$ cat config.mk
export PLATFORM = sky130hd
export DESIGN_NAME = vc_flit_buffer
export DESIGN_NICKNAME = d
export VERILOG_FILES = /design/src/rtl/vc_flit_buffer_pkg.sv /design/src/rtl/vc_flit_buffer_fifo.sv /design/src/rtl/vc_flit_buffer.sv
export SDC_FILE = /design/constraint.sdc
export NUM_CORES = 1
export LEC_CHECK = 0
export CAP_MARGIN = 0
export CORE_MARGIN = 2
export CORE_UTILIZATION = 40
export CTS_CLUSTER_SIZE = 14
export DETAILED_ROUTE_END_ITERATION = 6
export GPL_TIMING_DRIVEN = 1
export PLACE_DENSITY = 0.69
export SLEW_MARGIN = 40
export SYNTH_ARGS = -nofsm -noshare
export SYNTH_HDL_FRONTEND = slang
export SYNTH_SLANG_ARGS = --single-unit
export TNS_END_PERCENT = 5
$ cat constraint.sdc
create_clock -name clk -period 7.7 [get_ports clk]
set_clock_uncertainty 0.2 [all_clocks]
set_input_delay 1.54 -clock clk [delete_from_list [all_inputs] [get_ports clk]]
set_output_delay 1.54 -clock clk [all_outputs]
set_load 0.005 [all_outputs]
$ cat src/rtl/vc_flit_buffer_pkg.sv
// Shared flit definitions for the virtual-channel flit buffer: type codes,
// field positions, the IDLE flit constant and the per-VC packet state type.
package vc_flit_buffer_pkg;

    localparam int FLIT_TYPE_MSB = 31;
    localparam int FLIT_TYPE_LSB = 30;

    localparam logic [1:0] FLIT_HEAD = 2'b00;
    localparam logic [1:0] FLIT_IDLE = 2'b01;
    localparam logic [1:0] FLIT_BODY = 2'b10;
    localparam logic [1:0] FLIT_TAIL = 2'b11;

    localparam logic [31:0] IDLE_FLIT = 32'h6000_0000;

    typedef enum logic {
        PKT_IDLE   = 1'b0,
        PKT_ACTIVE = 1'b1
    } pkt_state_e;

    function automatic logic [1:0] flit_type(input logic [31:0] flit);
        return flit[FLIT_TYPE_MSB:FLIT_TYPE_LSB];
    endfunction

endpackage

$ cat src/rtl/vc_flit_buffer_fifo.sv
// Single-VC synchronous FIFO; full/empty are registered from the next count
// so they always describe the stored occupancy seen at the next edge.
module vc_fifo #(
    parameter int DEPTH = 4,
    parameter int W     = 32
) (
    input  logic         clk,
    input  logic         clr,
    input  logic         push_i,
    input  logic [W-1:0] push_data_i,
    input  logic         pop_i,
    output logic [W-1:0] head_o,
    output logic         full_o,
    output logic         empty_o
);
    localparam int PTR_W = $clog2(DEPTH);
    localparam int CNT_W = $clog2(DEPTH + 1);

    logic [W-1:0]     mem_q [DEPTH];
    logic [PTR_W-1:0] wr_ptr_q, rd_ptr_q;
    logic [CNT_W-1:0] count_q, count_d;
    logic             full_q, empty_q;
    logic             push_ok, pop_ok;

    assign push_ok = push_i && !full_q;
    assign pop_ok  = pop_i && !empty_q;

    always_comb begin
        count_d = count_q;
        case ({push_ok, pop_ok})
            2'b10:   count_d = count_q + CNT_W'(1);
            2'b01:   count_d = count_q - CNT_W'(1);
            default: count_d = count_q;
        endcase
    end

    always_ff @(posedge clk or posedge clr) begin
        if (clr) begin
            wr_ptr_q <= '0;
            rd_ptr_q <= '0;
            count_q  <= '0;
            full_q   <= 1'b0;
            empty_q  <= 1'b1;
        end else begin
            if (push_ok) wr_ptr_q <= wr_ptr_q + PTR_W'(1);
            if (pop_ok)  rd_ptr_q <= rd_ptr_q + PTR_W'(1);
            count_q <= count_d;
            full_q  <= (count_d == CNT_W'(DEPTH));
            empty_q <= (count_d == '0);
        end
    end

    // Storage carries no reset: occupancy is defined solely by the pointers.
    always_ff @(posedge clk) begin
        if (push_ok) mem_q[wr_ptr_q] <= push_data_i;
    end

    assign head_o  = mem_q[rd_ptr_q];
    assign full_o  = full_q;
    assign empty_o = empty_q;

endmodule

$ cat src/rtl/vc_flit_buffer.sv
// Per-input-port VC flit buffer: one FIFO per VC, round-robin dequeue into a
// registered output with load strobe and per-VC credit return.
// Optional packet-protocol checking is enabled by defining VC_PROTO_CHECK_EN.
module vc_flit_buffer
    import vc_flit_buffer_pkg::*;
#(
    parameter int NUM_VC = 2,
    parameter int DEPTH  = 4,
    parameter int VC_W   = 1
) (
    input  logic              clk,
    input  logic              clr,
    input  logic [31:0]       din,
    input  logic              din_valid,
    input  logic [VC_W-1:0]   din_vc,
    output logic [31:0]       dout,
    output logic [VC_W-1:0]   dout_vc,
    output logic              dout_ce,
    input  logic              dout_ready,
    output logic [NUM_VC-1:0] credit_out,
    output logic [NUM_VC-1:0] vc_empty,
    output logic [NUM_VC-1:0] vc_full,
    output logic              proto_err
);
    logic [1:0]        wr_type;
    logic              wr_store;
    logic [NUM_VC-1:0] wr_sel, push, pop, fifo_full, fifo_empty;
    logic [31:0]       head [NUM_VC];
    logic              overflow, proto_viol;
    logic [VC_W-1:0]   cand;
    logic              cand_vld;

    logic [31:0]       dout_q;
    logic [VC_W-1:0]   dout_vc_q, rr_q;
    logic              dout_ce_q, err_q;
    logic [NUM_VC-1:0] credit_q;

    assign wr_type  = flit_type(din);
    assign wr_store = din_valid && (wr_type != FLIT_IDLE);

    for (genvar v = 0; v < NUM_VC; v++) begin : g_vc
        assign wr_sel[v] = wr_store && (din_vc == VC_W'(v));
        assign push[v]   = wr_sel[v] && !fifo_full[v];
        assign pop[v]    = dout_ready && cand_vld && (cand == VC_W'(v));

        vc_fifo #(.DEPTH(DEPTH), .W(32)) u_fifo (
            .clk         (clk),
            .clr         (clr),
            .push_i      (push[v]),
            .push_data_i (din),
            .pop_i       (pop[v]),
            .head_o      (head[v]),
            .full_o      (fifo_full[v]),
            .empty_o     (fifo_empty[v])
        );
    end

    // Full is the registered pre-edge flag, so a full VC being read this
    // cycle still refuses the write.
    assign overflow = |(wr_sel & fifo_full);

    always_comb begin
        logic [VC_W-1:0] idx;
        cand     = '0;
        cand_vld = 1'b0;
        for (int i = 0; i < NUM_VC; i++) begin
            idx = rr_q + VC_W'(i);
            if (!cand_vld && !fifo_empty[idx]) begin
                cand     = idx;
                cand_vld = 1'b1;
            end
        end
    end

`ifdef VC_PROTO_CHECK_EN
    pkt_state_e pkt_q [NUM_VC];
    pkt_state_e pkt_cur;

    assign pkt_cur    = pkt_q[din_vc];
    assign proto_viol = (|push) &&
                        (((pkt_cur == PKT_IDLE) && (wr_type != FLIT_HEAD)) ||
                         ((pkt_cur == PKT_ACTIVE) && (wr_type == FLIT_HEAD)));

    always_ff @(posedge clk or posedge clr) begin
        if (clr) begin
            for (int v = 0; v < NUM_VC; v++) pkt_q[v] <= PKT_IDLE;
        end else if (|push) begin
            case (wr_type)
                FLIT_HEAD: pkt_q[din_vc] <= PKT_ACTIVE;
                FLIT_TAIL: pkt_q[din_vc] <= PKT_IDLE;
                default:   pkt_q[din_vc] <= pkt_q[din_vc];
            endcase
        end
    end
`else
    assign proto_viol = 1'b0;
`endif

    always_ff @(posedge clk or posedge clr) begin
        if (clr) begin
            dout_q    <= IDLE_FLIT;
            dout_vc_q <= '0;
            dout_ce_q <= 1'b0;
            credit_q  <= '0;
            rr_q      <= '0;
            err_q     <= 1'b0;
        end else begin
            dout_ce_q <= cand_vld && dout_ready;
            credit_q  <= pop;
            if (cand_vld && dout_ready) begin
                dout_q    <= head[cand];
                dout_vc_q <= cand;
                rr_q      <= cand + VC_W'(1);
            end
            if (overflow || proto_viol) err_q <= 1'b1;
        end
    end

    assign dout       = dout_q;
    assign dout_vc    = dout_vc_q;
    assign dout_ce    = dout_ce_q;
    assign credit_out = credit_q;
    assign vc_empty   = fifo_empty;
    assign vc_full    = fifo_full;
    assign proto_err  = err_q;

endmodule

==> out/summary.md, run 1 <==
The average routed wire per standard cell was 22.6 microns; the least setup slack across all paths after layout was 3300 ps. The number of input and output port buffers inserted works out to 77. In this run the worst path has a maximum fanout of 22. Before antenna repair, the detailed router went through 5 iterations. The first global-routing pass estimated 36900 microns of wire. The routed design could run at a clock period as short as 4400 ps. The run gives 63 as the count of standard-cell rows. The number of antenna violations at the first check in global routing was 2; the maximum clock path buffer count was 3. The post-synthesis register bit count came out at 312.

The average instance in the mapped netlist occupies 21.4 sq um. The final-report hold violation count was 0. The vertical extent of the die came out at 177 microns. In the final design database the tool counted 697 nets. For the number of global-route vias before repair, the log shows 6303. The tree is rooted in a clkbuf_16. TritonCTS built the clock tree. The area growth from synthesis to layout is 17.8%. In this run, distinct cell masters in the synthesized netlist total 39. The run gives 0 as the max-slew violation total from the final report. Gates resized during post-CTS repair numbered 0. The share of cells above drive strength 1 works out to 0.204. Number of synthesized flops with an enable pin: 256. IR analysis of the VDD net gives a maximum drop of 0.175 mV. After detailed routing, the number of remaining DRC violations is 0. Power comes to 0.00499 W.

In this run the static leakage power is 4.92 nW. Setup repair after global routing left no endpoint under its margin. The floorplan step defined a core boundary enclosing 0.0296 sq mm. The run gives 312 as the clock sink count. Once detailed placement completed, the half-perimeter wirelength came to 13700 microns. The flow ran to the end, and the final reports show no timing, DRC or antenna violations. Entering global routing, the biggest net connects 57 pins. Global-route total usage across every layer: 0.157.

The logs give 1006 for the placed instance count and 0.477 for the final core utilization. The number of buffers created by CTS is 30. The run gives 1063 as the number of standard cells in the layout, taps in and fillers out. Number of setup violations in the final report: 0. STA puts the critical path data arrival time at 4620 ps. At the pin with the least slew margin, the transition time is 678 ps. The first routing iteration left 514 violations. The worst setup path is captured at a flip-flop.

The critical path in this run is classified as input pin to flip-flop. The congestion estimate from routability-driven global placement came to 0.705. The routed design has 24000 microns of wire. After global routing the overflow that remains totals 0.

The tools report the top achievable clock speed as 227 MHz. The count of nets left with antenna violations once routing finished came out at 0. The clock transition at the register clock pins on the worst setup and hold paths after CTS came out at 60 ps.

Setup total negative slack on the finished layout was measured at 0 ps. The initial standard-cell utilization of the core is 0.405. The library cell used most frequently in the layout, excluding fill and tap cells, is edfxtp_1. The clock reaches the later pin of the worst-skew pair after 540 ps.

The worst hold path belongs to the class flip-flop to flip-flop. The worst relative slew slack was 0.548; the total power density per cell area was 354 mW/mm^2. After synthesis the cells add up to 0.0120 sq mm.

The tools report the count of boundary I/O pins as 78. The ratio of routed vias to standard cells is 5.40, and the net count after synthesis is 609. The floorplan step defined a die boundary enclosing 0.0313 sq mm. For this run, the leading register cell type out of synthesis is edfxtp_1. In the layout the commonest cells are edfxtp_1, clkdlybuf4s50_1, mux4_2, dfrtp_1, and3_1. The fraction of registers with async set/reset is 0.179, and the critical path required time is 7930 ps. The cell count after synthesis came out at 560. Fill cells in the final layout number 2389. The minimum setup slack after placement is 2390 ps. The part of the Yosys area used for sequential elements is 0.760. Reported max-cap violation count: 0. The worst setup path is launched from an input pin. The count of warnings emitted by yosys was 0.

The via total after detailed routing is 5739, and the number of post-CTS setup repair buffers is 0. The run gives 1 as the depth of the CTS H-tree. For the worst-case register-to-register setup slack, the log shows 4190 ps. The number of buffers added to fix hold violations after cts came out at 0. The final critical-path share of the clock period is 0.571. The die outline width came out at 177 microns.
-- per-layer routing --
metal,track usage,wire [microns],vias to the layer above,share of wire
met5,0,16,-,0.00067
met4,0.0510,596,2,0.025
met3,0.0307,1680,54,0.070
met2,0.269,12200,195,0.51
met1,0.202,9550,3016,0.40
li1,-,-,2472,-
-- final timing paths --
kind,start,to,depth (start not counted)
worst max-delay path,dout_ready,g_vc[0].u_fifo.count_q[2],10
worst min-delay path,proto_err,proto_err,1
worst max register to register,g_vc[0].u_fifo.empty_o,g_vc[1].u_fifo.count_q[2],8
worst min register to register,proto_err,proto_err,1
max in group asynchronous,clr,g_vc[1].u_fifo.rd_ptr_q[0],3
min in group asynchronous,clr,dout[27],3
-- synth_stat cells (all sizes together), types with 4 or more instances --
cell type / instances / area share
edfxtp: 256 / 0.64
mux4: 64 / 0.12
dfrtp: 52 / 0.11
and3: 33 / 0.017
a221o: 32 / 0.027
buf: 19 / 0.016
clkbuf: 16 / 0.0050
inv: 16 / 0.0050
and2: 10 / 0.0052
ha: 10 / 0.010
xnor2: 7 / 0.0051
dfstp: 4 / 0.0088
nand2: 4 / 0.0013
nor3: 4 / 0.0017
-- where the power goes --
group	switching (W)	leakage [nW]	internal, W
logic	0.000546	1.43	0.000692
clock network	0.000592	0.502	0.000865
registers	0.000198	2.99	0.00210
total	0.00134	4.92	0.00366
-- flip-flops by register name, summed over array words and instances (netlist names) --
signal / cells
g_vc.u_fifo.wr_ptr_q: 4
dout: 32
proto_err: 1
g_vc.u_fifo.full_o: 2
g_vc.u_fifo.mem_q: 256
dout_ce: 1
credit_out: 2
g_vc.u_fifo.empty_o: 2
rr_q: 1
dout_vc: 1
g_vc.u_fifo.count_q: 6
g_vc.u_fifo.rd_ptr_q: 4
-- worst max-delay path, cell delays in order --
cell and delay, ps:
clkdlybuf4s50_1 520, nor2b_2 480, nand2_1 240, inv_2 470
ha_1 280, inv_1 60, fa_1 370, xor2_1 160
o21a_1 200, or2_2 290
-- cells by family (layout without fill, tap and decap cells) --
kind of cell               after synthesis  in the layout  synth area share
adders and majority gates               12             12            0.0138
buffers and inverters                   51            163            0.0260
and+or+nand+nor                         65             65            0.0329
xor gates and xnor gates                10             10           0.00732
muxes                                   67             67             0.126
AOI/OAI and AO/OA                       43             43            0.0337
DFF                                    312            312             0.760
other                                    0              1                 0
-- final cells by class --
class / instances / area [sq um] / area share
inverters: 16 / 60.1 / 0.00426
repair buffers: 91 / 880 / 0.0624
diodes: 1 / 2.50 / 0.000178
flip-flops and latches: 312 / 9100 / 0.645
clock buffers: 40 / 840 / 0.0596
multi-input cells: 197 / 2570 / 0.182
clock inverters: 16 / 161 / 0.0115
well taps: 390 / 488 / 0.0346
-- stage by stage --
stage / hold slack, ps / cell area (sq um)
finish: 264 / 14100
global route: 272 / 14100
CTS: 269 / 14100
detailed placement: 255 / 13100
global placement: 257 / 13100
floorplan: 250 / 12000
Power figures use the tool's default switching activity.
==> run 2, diff against run 1 <==
- PLACE_DENSITY: 0.69 -> 0.71
- clock period: 7.7 -> 3.68 ns (I/O delays scaled with it)
==> run 2 against run 1 <==
Setup slack got worse by 2600 ps. Utilization rose by 0.55 points. Largest power group unchanged. Final cell count up 0.75%. Global-route usage decreased by 0.45 points. Critical endpoint unchanged. Final area grew 1.2%. Routed wire length down 1.3%. Register-to-register slack worse by 3500 ps. Critical path depth down 1. Combinational power is 110% higher.
==> out/summary.md, run 2 (same netlist as run 1, synthesis figures left out) <==
The run finished with clean final reports. The run gives 664 ps (-2640 ps) as the least setup slack across all paths after layout. The number of flip-flops under the largest register name works out to 256 (unchanged). The logs give 660 ps (-3530 ps) for the worst-case register-to-register setup slack and 6173 (-2.1%) for the number of global-route vias before repair.

The switching power summed over all nets was 0.00275 W (+110%). The final critical-path share of the clock period is 0.819. Clock transition at the register clock pins on the worst setup and hold paths after CTS: 70 ps (about the same). The number of setup violations in the final report was 0 (unchanged). Number of input and output port buffers inserted: 77 (unchanged). The most frequent standard cell in the layout excluding fill and tap cells is edfxtp_1. The tools report the number of post-CTS setup repair buffers as 0 (unchanged).

Count of boundary I/O pins: 78 (unchanged). The tools report the reported max-cap violation count as 0 (unchanged). Fraction of power spent switching nets: 0.261 (-0.00626). g_vc.u_fifo.mem_q holds more flip-flops than any other register. The number of routed nets with antenna violations is 0 (unchanged).

The largest net degree at the start of global routing was 36 (-37%). The tools report the routed wire length as 23700 microns (-1.3%). The number of buffers created by CTS was 29 (-3.3%). The logic depth of the worst register-to-register path works out to 9 (+1).

Average routed wire per standard cell: 22.1 microns (-2.0%). The worst setup path is launched from a flip-flop. The number of buffers added to fix hold violations after cts is 0 (unchanged), and the initial standard-cell utilization of the core is 0.405 (unchanged). The run gives 0.0313 sq mm (unchanged) as the die footprint.

The category of the critical setup timing path is flip-flop to flip-flop. For the via total after detailed routing, the log shows 5674 (-1.1%). The die outline width is 177 microns (unchanged).

The leakage power total is 4.97 nW (+1.1%). The global-route total usage across every layer came out at 0.153 (-0.00451). The time the worst path needs with I/O delays and setup came out at 3020 ps. First-pass GRT wire length: 36200 microns (-1.9%). The number of fill cells was 2375 (-0.59%); the clock latency reported for the late side of the worst-skew pair was 540 ps (about the same). The depth of the CTS H-tree was 1 (unchanged). The endpoint of the worst-slack reg-to-reg timing path was g_vc[0].u_fifo.count_q[2]. Clock group share of total power: 0.294 (+0.002).

The minimum setup slack after placement was 280 ps (-2110 ps); the starting DRC count in detailed routing was 519 (+0.97%). TritonCTS built the clock tree. Total power density per cell area: 739 mW/mm^2 (+110%).

The worst relative slew slack was 0.519 (-0.0290). The top achievable clock speed was 332 MHz; the final-layout worst hold slack was 276 ps (+12.0 ps). The tools report the global-route congestion overflow total as 0 (unchanged). The tools report the placed wire-length estimate after detailed placement as 14300 microns (+4.7%). Reg-to-reg startpoint: g_vc[1].u_fifo.empty_o. The final-layout setup total negative slack is 0 ps (unchanged). The tools report the placed instance count as 1016 (+0.99%). The run gives 0.362 mV (+110%) as the worst supply voltage drop on vdd.

The kind of end point of the critical path was a flip-flop. The total core area came out at 0.0296 sq mm (unchanged). The tools report the footprint of the flip-flops and latches as 0.00910 sq mm (about the same).

Ratio of routed vias to standard cells: 5.30 (-1.9%). The run gives 0.246 (-0.002) as the power share of the combinational group. The run gives 0 (unchanged) as the count of cells resized by post-cts repair. The maximum fanout along the worst path is 13 (-41%), and the final net count is 706 (+1.3%). The growth of design area from synthesis to finish is 19.2%.

The root cell of the clock tree is clkbuf_16. The tools report the number of antenna violations at the first check in global routing as 1 (-1). For the number of detailed-route iterations in the first pass, the log shows 5 (unchanged). The count of standard-cell rows is 63 (unchanged).

The vertical extent of the die works out to 177 microns (unchanged). The share of cells above drive strength 1 works out to 0.210 (+0.00643). The logs give 1071 (+0.75%) for the number of standard cells in the layout, taps in and fillers out and 3 (unchanged) for the maximum clock path buffer count. The placer congestion estimate is 0.708 (+0.48%).

The logs give 3910 ps (-4020 ps) for the critical path required time and 0.00778 W (+110%) for the internal power contribution. The tools report the sequential share of power as 0.460 (about the same). Actual slew at the worst max-slew pin: 722 ps (+43.5 ps). Max-slew violation total from the final report: 0 (unchanged).

For the final-report hold violation count, the log shows 0 (unchanged). The tightest min-delay check is of the input pin to async pin type. Leaving out fill and tap cells, the most frequent cells in the layout are edfxtp_1, clkdlybuf4s50_1, mux4_2, dfrtp_1, and3_1. For the area of the multi-input gates, the log shows 0.00257 sq mm (+0.15%). The clock sink count came out at 312 (unchanged). The remaining routing DRC violations is 0 (unchanged), and the data arrival at the endpoint of the critical path is 3240 ps (-1380 ps). Setup repair after global routing left no endpoint under its margin.
run 2: changes by cell type in the layout (fill, tap and decap cells not counted), sizes merged:
| cell | previous run | this run |
|---|---|---|
| buf | 14 | 24 |
| clkinv | 13 | 5 |
| bufinv | 3 | 5 |
| clkbuf | 40 | 42 |
| clkinvlp | 0 | 1 |
| inv | 16 | 17 |
run 2: worst max path at each step:
| stage | start | to | depth (start not counted) | slack [ps] |
|---|---|---|---|---|
| 2_1_floorplan | dout_ready | g_vc[0].u_fifo.count_q[2] | 10 | 670 |
| 3_3_place_gp | din[31] | g_vc[1].u_fifo.count_q[2] | 10 | 360 |
| 3_5_place_dp | din[31] | g_vc[1].u_fifo.count_q[2] | 10 | 280 |
| 4_1_cts | g_vc[1].u_fifo.empty_o | g_vc[0].u_fifo.count_q[2] | 9 | 630 |
| 5_1_grt | g_vc[1].u_fifo.empty_o | g_vc[0].u_fifo.count_q[2] | 9 | 460 |
| 6_report | g_vc[1].u_fifo.empty_o | g_vc[0].u_fifo.count_q[2] | 9 | 660 |
run 2: stage by stage:
stage | util | total power, W | cell area, sq um
CTS | 0.482 | 0.0107 | 14200
detailed placement | 0.448 | 0.00756 | 13200
floorplan | - | 0.00658 | 12000
finish | 0.482 | 0.0105 | 14300
global placement | 0.448 | 0.00744 | 13200
global route | 0.482 | 0.0110 | 14300
run 2: cell type report:
class,instances,share of cell area
Tap cell,390,0.0342
Timing Repair Buffer,101,0.0728
Inverter,16,0.00421
Clock buffer,42,0.0571
Clock inverter,12,0.0131
Multi-Input combinational cell,197,0.180
Sequential cell,312,0.638
Antenna cell,1,0.000175
run 2: per-layer routing:
layer | vias up | track usage | wire length [microns]
met5 | - | 0 | 0
met4 | 0 | 0.0320 | 312
met3 | 28 | 0.0322 | 1420
met2 | 157 | 0.269 | 12300
met1 | 3004 | 0.195 | 9640
li1 | 2485 | - | -
run 2: power groups by stage:
stage	Clock (W)	Sequential, W	Combinational [W]
2_1_floorplan	0	0.00465	0.00193
3_3_place_gp	0	0.00489	0.00255
3_5_place_dp	0	0.00492	0.00264
4_1_cts	0.00315	0.00486	0.00264
5_1_grt	0.00329	0.00492	0.00281
6_report	0.00309	0.00485	0.00260
run 2: worst max-delay path, cell delays in order, from the launching register on:
cell and delay (ps):
dfstp_2 570, nand2b_1 440, nand2_1 240, inv_1 130, ha_1 200, inv_1 70
fa_1 370, xor2_1 170, o21a_1 210, or2_2 300
